`config.mk`:
```
export PLATFORM = sky130hd
export DESIGN_NAME = sim_stop_monitor
export DESIGN_NICKNAME = d
export VERILOG_FILES = /design/src/rtl/sim_stop_monitor.sv
export SDC_FILE = /design/constraint.sdc
export NUM_CORES = 1
export LEC_CHECK = 0
export CORE_MARGIN = 2
export CORE_UTILIZATION = 53
export CTS_CLUSTER_SIZE = 8
export DETAILED_ROUTE_END_ITERATION = 10
export GPL_TIMING_DRIVEN = 0
export PLACE_DENSITY = 0.93
export SKIP_LAST_GASP = 1
export SLEW_MARGIN = 10
export SYNTH_ARGS = -nofsm -noshare
export SYNTH_HDL_FRONTEND = slang
export SYNTH_SLANG_ARGS = --single-unit
```
`constraint.sdc`:
```
create_clock -name clk -period 5.5 [get_ports clk]
set_clock_uncertainty 0.1 [all_clocks]
set_input_delay 1.1 -clock clk [delete_from_list [all_inputs] [get_ports clk]]
set_output_delay 1.1 -clock clk [all_outputs]
set_load 0.01 [all_outputs]
```
`src/rtl/sim_stop_monitor.sv`:
```
`default_nettype none
// ============================================================================
// Module : sim_stop_monitor
// Flags when a watched machine has settled (stable state, no activity) and
// raises a watchdog timeout when it runs too long without settling.
// Rev    : 1.0
// ============================================================================
module sim_stop_monitor #(
  parameter int STATE_W     = 3,
  parameter int N_ACT       = 2,
  parameter int CNT_W       = 8,
  parameter int IDLE_CYCLES = 255,
  parameter int WDOG_W      = 32,
  parameter int WDOG_LIMIT  = 0
) (
  input  logic               clk,
  input  logic               reset,
  input  logic [STATE_W-1:0] state_in,
  input  logic [N_ACT-1:0]   active_in,
  input  logic [N_ACT-1:0]   active_mask,
  input  logic               clear,
  output logic               machine_is_stop,
  output logic               stop_pulse,
  output logic               timeout,
  output logic [STATE_W-1:0] stop_state,
  output logic [CNT_W-1:0]   idle_count,
  output logic [WDOG_W-1:0]  run_cycles,
  output logic [7:0]         stop_count
);

  localparam logic [1:0] c_st_run     = 2'd0;
  localparam logic [1:0] c_st_stopped = 2'd1;
  localparam logic [1:0] c_st_timeout = 2'd2;

  localparam logic [CNT_W-1:0]  c_idle_max  = CNT_W'(IDLE_CYCLES);
  localparam logic [WDOG_W-1:0] c_run_max   = '1;
  localparam logic [WDOG_W-1:0] c_wdog_last = WDOG_W'((WDOG_LIMIT > 0) ? (WDOG_LIMIT - 1) : 0);
  localparam logic              c_wdog_en   = (WDOG_LIMIT != 0);
  localparam logic [7:0]        c_cnt_max   = 8'hFF;

  logic [1:0]         state_q, state_d;
  logic [STATE_W-1:0] last_state_q;
  logic [CNT_W-1:0]   idle_count_q, idle_count_d;
  logic [WDOG_W-1:0]  run_cycles_q, run_cycles_d;
  logic [STATE_W-1:0] stop_state_q, stop_state_d;
  logic [7:0]         stop_count_q, stop_count_d;
  logic               machine_is_stop_q, machine_is_stop_d;
  logic               stop_pulse_q, stop_pulse_d;
  logic               timeout_q, timeout_d;

  logic changed;
  logic busy;
  logic stop_cond;
  logic stop_entry;

  // Tracks state_in even through reset so "changed" is meaningful on the
  // very first cycle after reset releases.
  always_ff @(posedge clk) begin
    last_state_q <= state_in;
  end

  always_comb begin
    changed   = (state_in != last_state_q);
    busy      = |(active_in & active_mask);
    stop_cond = (idle_count_q == c_idle_max) && !busy && !changed;
  end

  always_comb begin
    idle_count_d = idle_count_q;
    if (clear || changed) begin
      idle_count_d = '0;
    end else if (idle_count_q != c_idle_max) begin
      idle_count_d = idle_count_q + 1'b1;
    end
  end

  always_comb begin
    run_cycles_d = run_cycles_q;
    if (clear) begin
      run_cycles_d = '0;
    end else if ((state_q == c_st_run) && (run_cycles_q != c_run_max)) begin
      run_cycles_d = run_cycles_q + 1'b1;
    end
  end

  // Next-state logic; a settled machine wins over a simultaneous watchdog hit.
  always_comb begin
    state_d = state_q;
    case (state_q)
      c_st_run: begin
        if (stop_cond) begin
          state_d = c_st_stopped;
        end else if (c_wdog_en && (run_cycles_q == c_wdog_last)) begin
          state_d = c_st_timeout;
        end
      end
      c_st_stopped: begin
        if (clear || changed || busy) begin
          state_d = c_st_run;
        end
      end
      c_st_timeout: begin
        if (clear) begin
          state_d = c_st_run;
        end
      end
      default: begin
        state_d = c_st_run;
      end
    endcase
  end

  always_comb begin
    stop_entry        = (state_q == c_st_run) && (state_d == c_st_stopped);
    machine_is_stop_d = (state_d == c_st_stopped);
    timeout_d         = (state_d == c_st_timeout);
    stop_pulse_d      = stop_entry;
    stop_state_d      = stop_state_q;
    stop_count_d      = stop_count_q;
    if (stop_entry) begin
      stop_state_d = state_in;
      if (stop_count_q != c_cnt_max) begin
        stop_count_d = stop_count_q + 8'd1;
      end
    end
  end

  always_ff @(posedge clk) begin
    if (reset) begin
      state_q           <= c_st_run;
      idle_count_q      <= '0;
      run_cycles_q      <= '0;
      stop_state_q      <= '0;
      stop_count_q      <= '0;
      machine_is_stop_q <= 1'b0;
      stop_pulse_q      <= 1'b0;
      timeout_q         <= 1'b0;
    end else begin
      state_q           <= state_d;
      idle_count_q      <= idle_count_d;
      run_cycles_q      <= run_cycles_d;
      stop_state_q      <= stop_state_d;
      stop_count_q      <= stop_count_d;
      machine_is_stop_q <= machine_is_stop_d;
      stop_pulse_q      <= stop_pulse_d;
      timeout_q         <= timeout_d;
    end
  end

  assign machine_is_stop = machine_is_stop_q;
  assign stop_pulse      = stop_pulse_q;
  assign timeout         = timeout_q;
  assign stop_state      = stop_state_q;
  assign idle_count      = idle_count_q;
  assign run_cycles      = run_cycles_q;
  assign stop_count      = stop_count_q;

endmodule
`default_nettype wire
```
==> out/qor.csv, run 1 <==
stage;metric;value;unit
cts;Num CTS Buffers;9;
critical_path;Worst EP required;5.64;ns
yosys;Seq cells post-synth;59;
detailed_routing;vias per cell;5.89;
detailed_routing;DRC violations left;0;
detailed_routing;DR vias;2772;
power_and_ir_drop;Static Leak;1.13;nW
yosys;largest family of logic cells by synthesized area;simple AND/OR/NAND/NOR gates;
detailed_routing;WL/cell;14.5;µm
cells_and_area;Reg area;1180;µm²
critical_path;kind of critical path;input pin to register;
yosys;mux share of post-synthesis cell area;1.96;%
floorplan;die height;76.0;µm
sta;Max-slew headroom;38.4;%
placed_design;DPL Wire Length;4760;µm
critical_path;element type at the critical path end;register;
yosys;Post-Synth Adder-Cell Area;1.36;%
yosys;Synth Cell Area;2750;µm²
cts;Clock transition at path regs;0.07;ns
critical_path;CP Cell Sequence;clkdlybuf4s50_1 > xnor2_1 > nand3_1 > or3_1 > clkbuf_1 > nor4b_1 > mux2_2;
yosys;ys async rst share;0;%
cts;post-cts resize count;0;
critical_path;crit-path max cell delay;0.46;ns
sta;setup TNS;0;ns
yosys;Area contributors post-synth;dfxtp_1 (43%), a21oi_1 (6.6%), nand2_1 (4.5%);
detailed_routing;Iter 0 DRT Violations;316;
run;Max Cap Viol;0;
yosys;commonest cells in the netlist;dfxtp_1 (59), a21oi_1 (36), nand2_1 (33);
cts;cts hold-fix bufs;0;
critical_path;Slowest-stage cell, CP;clkdlybuf4s50_1;
global_route;pin count of the biggest net entering global routing;11;
sta;worst hold margin;0.361;ns
placed_design;port bufs;62;
sta;Finish-stage setup viols;0;
sta;Slew @ Worst Pin;0.917;ns
sta;RSZ-0062 raised after global routing;false;
critical_path;Buf/Inv on CP;2;
global_route;GRT Util Overall;24.2;%
floorplan;Starting Density;54.5;%
sta;Fmax;313;MHz
yosys;top-area cell type share of the netlist area;42.9;%
global_route;global-route wire length before repair;11400;µm
floorplan;die width;76.0;µm
power_and_ir_drop;VDD IR max;211;µV
placed_design;RePlAce Congestion;0.901;
cts;worst skew pair latency;0.34;ns
sta;Slew Limit Fails;0;
yosys;most frequent cell after synthesis;dfxtp_1;
cts;CTS H-tree lvls;3;
detailed_routing;Routed Antenna Nets;0;
sta;period utilization;58.0;%
detailed_routing;aggregate routed wire length;6840;µm
worst_hold_path;hold crit path type;register to register;
yosys;Synth Area per Inst;8.49;µm²
cells_and_area;Antenna diodes;0;
yosys;synthesis warning total;0;
critical_path;startpoint types;input pin;
cells_and_area;Net count, final;410;
floorplan;row cnt;26;
detailed_routing;1st-pass router iterations;4;
yosys;largest area contributor in the netlist;dfxtp_1;
yosys;ys flop type;dfxtp_1;
global_route;initial antenna violation count;0;
cts;CTS Sinks;59;
floorplan;Top Ports;64;
outcome;status;finished clean;
cts;CTS Root Cell;clkbuf_8;
sta;min cycle time layout;3.19;ns
yosys;Synth Area in Simple Gates;29.3;%
cells_and_area;synthesis-to-layout area growth;32.1;%
yosys;Synth cell types;47;
yosys;number of flops mapped to enable cells by yosys;0;
power_and_ir_drop;P per Cell Area;228;nW/µm²
cts;CTS tree;done;
cts;CTS Buffer Depth;2;
cells_and_area;Multi-input gate area;1480;µm²
yosys;Seq/Total Area, Yosys;42.9;%
critical_path;Worst Path Arrival;3.33;ns
critical_path;critical path's top delay family;simple AND/OR/NAND/NOR gates;
yosys;synthesized net count;337;
yosys;Compound-Gate Fraction of Synth Area;18.5;%
floorplan;die area;5780;µm²
critical_path;worst-path maximum fanout;10;
cells_and_area;Filler Cells Inserted;363;
global_route;gr ovfl total;0;
yosys;Post-Synth XOR/XNOR Area;2.55;%
global_route;vias in the first global route;2574;
cts;setup repair bufs after CTS;0;
cells_and_area;layout cells sized above 1;7.23;%
floorplan;core area;5040;µm²
yosys;Syn Inst Count;324;
sta;Final Hold Fails;0;
[worst paths after layout]
| check | from | end | slack (ns) | cells after the start |
|---|---|---|---|---|
| min | stop_state[0] | stop_state[0] | 0.36 | 2 |
| max reg2reg | idle_count[0] | stop_count[3] | 2.91 | 7 |
| max | state_in[2] | stop_count[3] | 2.31 | 7 |
| min reg2reg | stop_state[0] | stop_state[0] | 0.36 | 2 |
[cells in the final DEF, fill, tap and decap left out, types with 5 or more instances in the layout]
cell and count:
clkdlybuf4s50_1 62, dfxtp_1 59, a21oi_1 36, nand2_1 33
nor2_1 18, o21ai_0 17, or3_1 16, nand3_1 14
o31ai_1 13, nand4_1 11, or4_1 11, clkbuf_1 10
inv_1 9, clkbuf_8 9, xnor2_1 8, and3_1 7
nor3_1 7, and2_1 5
[power breakdown]
part | internal, W | switching, W | total [W]
Sequential | 0.000429 | 0.00000172 | 0.000431
Clock | 0.000206 | 0.000167 | 0.000373
Combinational | 0.0000113 | 0.0000136 | 0.0000249
Total | 0.000646 | 0.000182 | 0.000829
[worst reg2reg max path, cell delays in order, from the launching register on]
cell,delay (ns)
dfxtp_1,0.43
ha_1,0.27
and4_1,0.26
nand3_1,0.12
or3_1,0.34
clkbuf_1,0.22
nor4b_1,0.38
mux2_2,0.37
[stage by stage]
step	setup WS (ns)	util, %	cell area (µm²)	cells	total power [W]
after global placement	2.03	68.6	3460	456	0.000464
after floorplan	2.68	-	2750	324	0.000452
after CTS	2.31	72.1	3630	471	0.000831
after detailed placement	1.99	68.6	3460	456	0.000465
after global routing	2.15	72.1	3630	471	0.000854
final	2.31	72.1	3630	471	0.000829
[layer usage]
| layer | part of all wire, % | global-route usage [%] |
|---|---|---|
| met1 | 44 | 29.2 |
| met2 | 48 | 38.9 |
| met3 | 7.0 | 9.60 |
| met4 | 1.5 | 9.27 |
| met5 | 0 | 0 |
[cells by family after synthesis]
family                   Yosys count
AO/OA/AOI/OAI                     84
XOR/XNOR                           8
adder cells (fa/ha/maj)            3
buffers and inverters             22
flip-flops                        59
multiplexers                       5
AND/OR/NAND/NOR                  143
[state kept, by name, indices dropped and copies added (netlist names), 2 cells and up]
name          cells
idle_count        8
last_state_q      3
run_cycles       32
state_q           2
stop_count        8
stop_state        3
[cell type report]
type	instances	share of cell area, %
well taps	70	2.41
inverters	9	0.930
clock inverters	3	1.10
repair buffers	62	17.1
flip-flops and latches	59	32.5
multi-input cells	243	40.6
plain buffers	13	1.65
clock buffers	12	3.72
Power figures use the tool's default switching activity.
==> inputs of run 2 (changes only) <==
--- a/config.mk
+++ b/config.mk
@@ -6,11 +6,11 @@
 export NUM_CORES = 1
 export LEC_CHECK = 0
 export CORE_MARGIN = 2
-export CORE_UTILIZATION = 53
+export CORE_UTILIZATION = 45
 export CTS_CLUSTER_SIZE = 8
 export DETAILED_ROUTE_END_ITERATION = 10
 export GPL_TIMING_DRIVEN = 0
-export PLACE_DENSITY = 0.93
+export PLACE_DENSITY = 0.85
 export SKIP_LAST_GASP = 1
 export SLEW_MARGIN = 10
 export SYNTH_ARGS = -nofsm -noshare
==> constraint.sdc (replaced) <==
create_clock -name clk -period 2.9 [get_ports clk]
set_clock_uncertainty 0.1 [all_clocks]
set_input_delay 0.58 -clock clk [delete_from_list [all_inputs] [get_ports clk]]
set_output_delay 0.58 -clock clk [all_outputs]
set_load 0.01 [all_outputs]
==> out/qor.csv, run 2 (synthesis gave the netlist of run 1 again) <==
stage;metric;value;unit
outcome;status;finished clean;
cts;setup repair bufs after CTS;0;
power_and_ir_drop;sequential share of power;52.5;%
sta;Finish-stage setup viols;0;
sta;min cycle time layout;2.68;ns
sta;Final Hold Fails;0;
detailed_routing;Routed Antenna Nets;0;
cells_and_area;Antenna diodes;0;
critical_path;Worst Path Arrival;2.79;ns
detailed_routing;WL/cell;13.7;µm
cts;Clock transition at path regs;0.06;ns
global_route;pin count of the biggest net entering global routing;11;
critical_path;crit path from;state_in[0];
critical_path;Reg-to-Reg Start;idle_count[0];
critical_path;startpoint types;input pin;
critical_path;kind of critical path;input pin to register;
detailed_routing;vias per cell;5.75;
placed_design;DPL Wire Length;4670;µm
detailed_routing;1st-pass router iterations;4;
cts;CTS H-tree lvls;3;
global_route;gr ovfl total;0;
sta;setup TNS;0;ns
cts;post-cts resize count;0;
floorplan;Top Ports;64;
floorplan;Starting Density;46.4;%
power_and_ir_drop;clock power share;44.6;%
cells_and_area;commonest cells after routing, fill and taps aside;clkdlybuf4s50_1 (62), dfxtp_1 (59), a21oi_1 (36);
cells_and_area;synthesis-to-layout area growth;32.3;%
power_and_ir_drop;Psw;0.000332;W
power_and_ir_drop;P per Cell Area;428;nW/µm²
worst_hold_path;hold crit path type;register to register;
sta;Max-slew headroom;41.1;%
sta;Slew Limit Fails;0;
power_and_ir_drop;switching share of total power;21.3;%
floorplan;die width;82.2;µm
floorplan;die area;6750;µm²
detailed_routing;Iter 0 DRT Violations;147;
cts;CTS Buffer Depth;2;
worst_hold_path;worst min-delay path startpoint;stop_state[1];
run;Max Cap Viol;0;
cts;worst skew pair latency;0.33;ns
power_and_ir_drop;overall power;0.00156;W
power_and_ir_drop;combinational share of power;2.9;%
placed_design;RePlAce Congestion;0.887;
critical_path;worst-path maximum fanout;10;
sta;Slew @ Worst Pin;0.877;ns
power_and_ir_drop;Static Leak;1.13;nW
floorplan;die height;82.2;µm
cts;CTS Root Cell;clkbuf_8;
cts;Num CTS Buffers;9;
detailed_routing;DRC violations left;0;
cells_and_area;fin area;3640;µm²
cells_and_area;layout cells sized above 1;7.23;%
cts;CTS tree;done;
critical_path;Worst EP required;3.02;ns
cells_and_area;most common cell after layout, fill and taps aside;clkdlybuf4s50_1;
sta;RSZ-0062 raised after global routing;false;
cells_and_area;Net count, final;410;
power_and_ir_drop;internal power;0.00123;W
sta;period utilization;92.3;%
detailed_routing;aggregate routed wire length;6520;µm
floorplan;row cnt;28;
global_route;global-route wire length before repair;10800;µm
cells_and_area;max FFs per register;32;
global_route;vias in the first global route;2444;
placed_design;placed cell area;3460;µm²
global_route;GRT Util Overall;20.5;%
sta;Fmax;374;MHz
detailed_routing;DR vias;2736;
global_route;initial antenna violation count;0;
critical_path;element type at the critical path end;register;
power_and_ir_drop;VDD IR max;254;µV
floorplan;core area;5920;µm²
placed_design;port bufs;62;
sta;worst hold margin;0.363;ns
cts;CTS Sinks;59;
cts;cts hold-fix bufs;0;
## run 2: cell counts in the layout (fill, tap and decap cells not counted)
Identical to the previous run, type by type.
## run 2: path summary, 6_finish.rpt
path                                      end  slack, ns  cells past startpoint
worst min-delay path            stop_state[1]       0.36                      2
worst min register to register  stop_state[1]       0.36                      2
worst max register to register  stop_count[3]       0.33                      7
worst max-delay path            stop_count[3]       0.22                      7
## run 2: power groups by stage
stage,Combinational (W),Sequential [W],Clock (W)
after detailed placement,0.0000458,0.000836,0
after floorplan,0.0000225,0.000836,0
final,0.0000458,0.000818,0.000695
after CTS,0.0000462,0.000818,0.000706
after global placement,0.0000451,0.000836,0
after global routing,0.0000510,0.000817,0.000743
## run 2: routing by layer
layer | vias to the layer above | wire, µm | track usage, %
li1 | 1360 | - | -
met1 | 1287 | 2770 | 25.2
met2 | 81 | 3270 | 34.7
met3 | 8 | 396 | 4.57
met4 | 0 | 82 | 8.33
met5 | - | 0 | 0
## run 2: metrics by stage
step           util, %  setup slack, ns  std cells
2_1_floorplan        -            0.559        324
3_3_place_gp      58.5          -0.0477        461
3_5_place_dp      58.5          -0.0565        461
4_1_cts           61.5            0.251        476
5_1_grt           61.5           0.0292        476
6_report          61.5            0.223        476
## run 2: cell type report
cell class	instances	area [µm²]
Buffer	13	60.1
Clock buffer	12	135
Clock inverter	3	40.0
Fill cell	537	2280
Inverter	9	33.8
Multi-Input combinational cell	243	1480
Sequential cell	59	1180
Tap cell	75	93.8
Timing Repair Buffer	62	621
## run 2: worst max-delay path: stages
cell and delay (ns):
clkdlybuf4s50_1 0.46, xnor2_1 0.23, nand3_1 0.16, or3_1 0.38, clkbuf_1 0.22, nor4b_1 0.39
mux2_2 0.37
==> inputs of run 3 (changes only) <==
--- a/config.mk
+++ b/config.mk
@@ -5,6 +5,7 @@
 export SDC_FILE = /design/constraint.sdc
 export NUM_CORES = 1
 export LEC_CHECK = 0
+export ABC_AREA = 0
 export CORE_MARGIN = 2
 export CORE_UTILIZATION = 45
 export CTS_CLUSTER_SIZE = 8
@@ -12,7 +13,6 @@
 export GPL_TIMING_DRIVEN = 0
 export PLACE_DENSITY = 0.85
 export SKIP_LAST_GASP = 1
-export SLEW_MARGIN = 10
 export SYNTH_ARGS = -nofsm -noshare
 export SYNTH_HDL_FRONTEND = slang
 export SYNTH_SLANG_ARGS = --single-unit
==> results of run 3 <==
Final layout, timing and power as in run 2 (identical DEF).
